[src/rtl/pipe_ctrl.sv]
// Pipeline control: stall, flush and halt sequencing for the five-stage core.
// Enables and flushes are combinational; halted and stall_cnt are registered.
module pipe_ctrl (
  input  logic        clk,
  input  logic        rst,
  input  logic        stall_hazard,
  input  logic        branch_taken_EX,
  input  logic        halt_ID,
  input  logic        imem_stall,
  input  logic        dmem_stall,
  output logic        pc_en,
  output logic        IF_ID_en,
  output logic        ID_EX_en,
  output logic        EX_MEM_en,
  output logic        MEM_WB_en,
  output logic        IF_ID_flush,
  output logic        ID_EX_flush,
  output logic        halted,
  output logic [15:0] stall_cnt
);

  typedef enum logic [1:0] {
    RUN,
    DMEM_WAIT,
    DRAIN,
    HALTED
  } state_t;

  state_t     state, ret_state, eff;
  state_t     nxt_state, nxt_ret;
  logic [1:0] drain_cnt, nxt_drain;
  logic       cnt_inc;

  always_comb begin
    pc_en       = 1'b0;
    IF_ID_en    = 1'b0;
    ID_EX_en    = 1'b0;
    EX_MEM_en   = 1'b0;
    MEM_WB_en   = 1'b0;
    IF_ID_flush = 1'b0;
    ID_EX_flush = 1'b0;
    cnt_inc     = 1'b0;
    nxt_ret     = ret_state;
    nxt_drain   = drain_cnt;
    // Release cycle of a data stall behaves as the state it interrupted
    eff = (state == DMEM_WAIT && !dmem_stall)
        ? ret_state : state;
    nxt_state = eff;
    if (rst) begin
      IF_ID_flush = 1'b1;
      ID_EX_flush = 1'b1;
    end else begin
      case (eff)
        DMEM_WAIT: cnt_inc = 1'b1;
        RUN: begin
          if (dmem_stall) begin
            cnt_inc   = 1'b1;
            nxt_state = DMEM_WAIT;
            nxt_ret   = RUN;
          end else if (branch_taken_EX) begin
            pc_en       = 1'b1;
            IF_ID_en    = 1'b1;
            ID_EX_en    = 1'b1;
            EX_MEM_en   = 1'b1;
            MEM_WB_en   = 1'b1;
            IF_ID_flush = 1'b1;
            ID_EX_flush = 1'b1;
          end else if (stall_hazard) begin
            ID_EX_en    = 1'b1;
            ID_EX_flush = 1'b1;
            EX_MEM_en   = 1'b1;
            MEM_WB_en   = 1'b1;
            cnt_inc     = 1'b1;
          end else if (imem_stall) begin
            IF_ID_en    = 1'b1;
            IF_ID_flush = 1'b1;
            ID_EX_en    = 1'b1;
            EX_MEM_en   = 1'b1;
            MEM_WB_en   = 1'b1;
            cnt_inc     = 1'b1;
          end else if (halt_ID) begin
            IF_ID_en    = 1'b1;
            IF_ID_flush = 1'b1;
            ID_EX_en    = 1'b1;
            EX_MEM_en   = 1'b1;
            MEM_WB_en   = 1'b1;
            nxt_drain   = 2'd3;
            nxt_state   = DRAIN;
          end else begin
            pc_en     = 1'b1;
            IF_ID_en  = 1'b1;
            ID_EX_en  = 1'b1;
            EX_MEM_en = 1'b1;
            MEM_WB_en = 1'b1;
          end
        end
        DRAIN: begin
          if (dmem_stall) begin
            cnt_inc   = 1'b1;
            nxt_state = DMEM_WAIT;
            nxt_ret   = DRAIN;
          end else begin
            IF_ID_en    = 1'b1;
            IF_ID_flush = 1'b1;
            ID_EX_en    = 1'b1;
            EX_MEM_en   = 1'b1;
            MEM_WB_en   = 1'b1;
            if (drain_cnt <= 2'd1) begin
              nxt_drain = 2'd0;
              nxt_state = HALTED;
            end else begin
              nxt_drain = drain_cnt - 2'd1;
            end
          end
        end
        default: ;
      endcase
    end
  end

  always_ff @(posedge clk) begin
    if (rst) begin
      state     <= RUN;
      ret_state <= RUN;
      drain_cnt <= 2'd0;
      halted    <= 1'b0;
      stall_cnt <= 16'd0;
    end else begin
      state     <= nxt_state;
      ret_state <= nxt_ret;
      drain_cnt <= nxt_drain;
      halted    <= (nxt_state == HALTED);
      if (cnt_inc && stall_cnt != 16'hFFFF)
        stall_cnt <= stall_cnt + 16'd1;
    end
  end

endmodule

[config.mk]
export PLATFORM = sky130hd
export DESIGN_NAME = pipe_ctrl
export DESIGN_NICKNAME = d
export VERILOG_FILES = /design/src/rtl/pipe_ctrl.sv
export SDC_FILE = /design/constraint.sdc
export NUM_CORES = 1
export LEC_CHECK = 0
export BUFFER_PORTS_ARGS = -buffer_cell sky130_fd_sc_hd__buf_2
export CAP_MARGIN = 10
export CORE_MARGIN = 2
export CORE_UTILIZATION = 40
export CTS_BUF_LIST = sky130_fd_sc_hd__clkbuf_4 sky130_fd_sc_hd__clkbuf_8
export DETAILED_ROUTE_END_ITERATION = 6
export SYNTH_ARGS = -nofsm -noshare
export SYNTH_HDL_FRONTEND = slang
export SYNTH_SLANG_ARGS = --single-unit
[constraint.sdc]
create_clock -name clk -period 3.42 [get_ports clk]
set_input_delay 0.171 -clock clk [delete_from_list [all_inputs] [get_ports clk]]
set_output_delay 0.171 -clock clk [all_outputs]
set_load 0.05 [all_outputs]
==> impl_metrics.json <==
{
  "syn2layout_area_growth_pct": 13.19,
  "synth_seq_area_share": 0.3545,
  "intPower_uw": 318.0,
  "tns_ps": 0,
  "h-tree-depth": 1,
  "layout_commonest_cell": "buf_2",
  "pwr-share-comb": 0.148,
  "via_count": 1200,
  "dpl.hpwl_mm": 2.023,
  "wl_per_cell_um": 14.00,
  "critPathArrivalTime_ps": 2490,
  "min_period_ps": 2283,
  "start_kind": "register",
  "async_flop_share": 0,
  "synth.distinct_cells": 43,
  "start_util": 0.4138,
  "die-height_um": 59.73,
  "drive_gt1_frac": 0.2353,
  "power_uw": 449.8,
  "status": "completed",
  "cts_root_buf": "clkbuf_4",
  "pre_cts_slack_ps": 1211,
  "slew_viol_final": 0,
  "worst_setup_path_end_kind": "register",
  "setup_viol": 0,
  "power_density_nw_per_um2": 319.8,
  "max_freq_ghz": 0.4380,
  "dr.pass1.iters": 4,
  "grt_max_degree": 29,
  "row_count": 20,
  "final_cell_mix": "buf_2, dfxtp_1, a21oi_1",
  "drtIter0Drc": 53,
  "maxCapViolations": 0,
  "netlist_instances": 147,
  "synthFlopType": "dfxtp_1",
  "die_x_um": 59.73,
  "pin_count": 31,
  "min_path_type": "input pin to register",
  "grt-ovfl-total": 0,
  "cts_tree": "done",
  "dp_cells": 200,
  "stdcell_area_um2": 1406,
  "wl_mm": 2.843,
  "synth_edf_count": 0,
  "grt_usage": 0.1606,
  "power.switching_uw": 131.7,
  "crit_slowest_cell": "nor4_2",
  "slew_headroom": 0.2468,
  "antenna_found_initial": 0,
  "cts_buffers": 3,
  "rsz0062_at_grt": "no",
  "cts_hold_buf": 0,
  "regToRegSetupSlack_ps": 1140,
  "placed_cell_area_um2": 1384,
  "total_leakage_power_nw": 0.5527,
  "crit_type": "register to register",
  "pwr-share-seq": 0.587,
  "ant_nets": 0,
  "clockBufferDepth": 2,
  "crit_chain": "nand4_1 > nor4_2 > nor3_1 > mux2_2",
  "diodes": 0,
  "synth_fp_nets": 155,
  "coreArea_um2": 3003,
  "yosysWarnings": 0,
  "clk_pin_slew_worst_paths_ps": 120,
  "postSynthAreaPerCell_um2": 8.452,
  "gp_congestion": 0.7608,
  "clockPowerShare": 0.264,
  "cts_resized": 0,
  "netlist_area_um2": 1242,
  "crit_required_ps": 3630,
  "post_cts_buffers": 0,
  "grt_pass1_wl_mm": 4.360,
  "portBuffers": 30,
  "final_cells": 203,
  "r2r-end": "stall_cnt[9]$_SDFFE_PP0P_",
  "dieArea_um2": 3568,
  "skew_ps": 4.892,
  "routed_via_density": 5.911,
  "crit_fanout": 16,
  "holdWs_ps": 185.8,
  "tightest_slew_ps": 1120,
  "layout.nets": 180,
  "vdd_drop_max_uv": 148.9,
  "worst_slack_ps": 1137,
  "switching_share": 0.2929,
  "post-route-period-util": 0.6676,
  "ff2ff_path_depth": 4,
  "slowest_delay_ps": 1040,
  "fin_util": 0.4683,
  "crit_start": "stall_cnt[11]$_SDFFE_PP0P_",
  "insertion_delay_ps": 310,
  "drc_errors": 0,
  "ys_seq_elements": 22,
  "cts_sinks": 22,
  "r2r_start": "stall_cnt[11]$_SDFFE_PP0P_",
  "hold_viol": 0,
  "critPathCapture": "stall_cnt[9]$_SDFFE_PP0P_",
  "grt_pass1_vias": 965
}
## critical path: cells and delay by family, from the launching register on
family | cells | cell delay [ps]
and+or+nand+nor | 3 | 1440
DFF | 1 | 440
muxes | 1 | 310
## synthesized netlist by cell type, drive strengths merged, types with 5 or more instances
library cell	count	area share
o31ai	5	0.030
nand4	6	0.030
nor2	7	0.021
nand2	8	0.024
dfxtp	22	0.35
o21ai	8	0.032
or4	6	0.036
nor3	7	0.028
a21oi	12	0.048
or3	6	0.030
buf	6	0.028
## logic make-up after synthesis
logic type | Yosys count | share of synthesized area
flip-flops | 22 | 0.3545
buffers and inverters | 13 | 0.04934
adder cells (fa/ha/maj) | 1 | 0.01007
AO/OA/AOI/OAI | 45 | 0.2498
multiplexers | 5 | 0.04330
AND/OR/NAND/NOR | 61 | 0.2931
## power by group through the flow
stage               combinational, mW  sequential [mW]  clock [mW]
floorplan                      0.0469            0.275           0
global placement               0.0658            0.270           0
detailed placement             0.0668            0.270           0
CTS                            0.0671            0.264       0.128
global route                   0.0722            0.265       0.139
finish                         0.0667            0.264       0.119
## layer usage
layer | global-route usage | routed length, um | part of all wire | vias to the layer above
li1 | - | - | - | 623
met1 | 0.2193 | 1375 | 0.48 | 545
met2 | 0.2484 | 1325 | 0.47 | 28
met3 | 0.02814 | 116 | 0.041 | 4
met4 | 0.06667 | 25 | 0.0088 | 0
met5 | 0 | 0 | 0 | -
## area by class of cell
type,count,area [um2]
inverter,3,11.26
clock buffer,3,22.52
multi-input combinational,112,740.7
sequential,22,440.4
tap,33,41.29
fill,295,1597
timing repair buffer,30,150.1
## sequential cells by signal, summed over array words and instances, names as in the netlist
name,count
ret_state,1
halted,1
drain_cnt,2
state,2
stall_cnt,16
## worst min-delay path by stage
stage                               from                          to  depth (start not counted)
2_1_floorplan                        rst  stall_cnt[12]$_SDFFE_PP0P_                          2
3_3_place_gp   drain_cnt[0]$_SDFFE_PP0P_   drain_cnt[0]$_SDFFE_PP0P_                          2
3_5_place_dp   drain_cnt[0]$_SDFFE_PP0P_   drain_cnt[0]$_SDFFE_PP0P_                          2
4_1_cts                       dmem_stall         state[1]$_SDFF_PP0_                          2
5_1_grt                       dmem_stall         state[1]$_SDFF_PP0_                          2
6_report                      dmem_stall         state[1]$_SDFF_PP0_                          2
No activity file was read; power rests on OpenSTA's default activity.
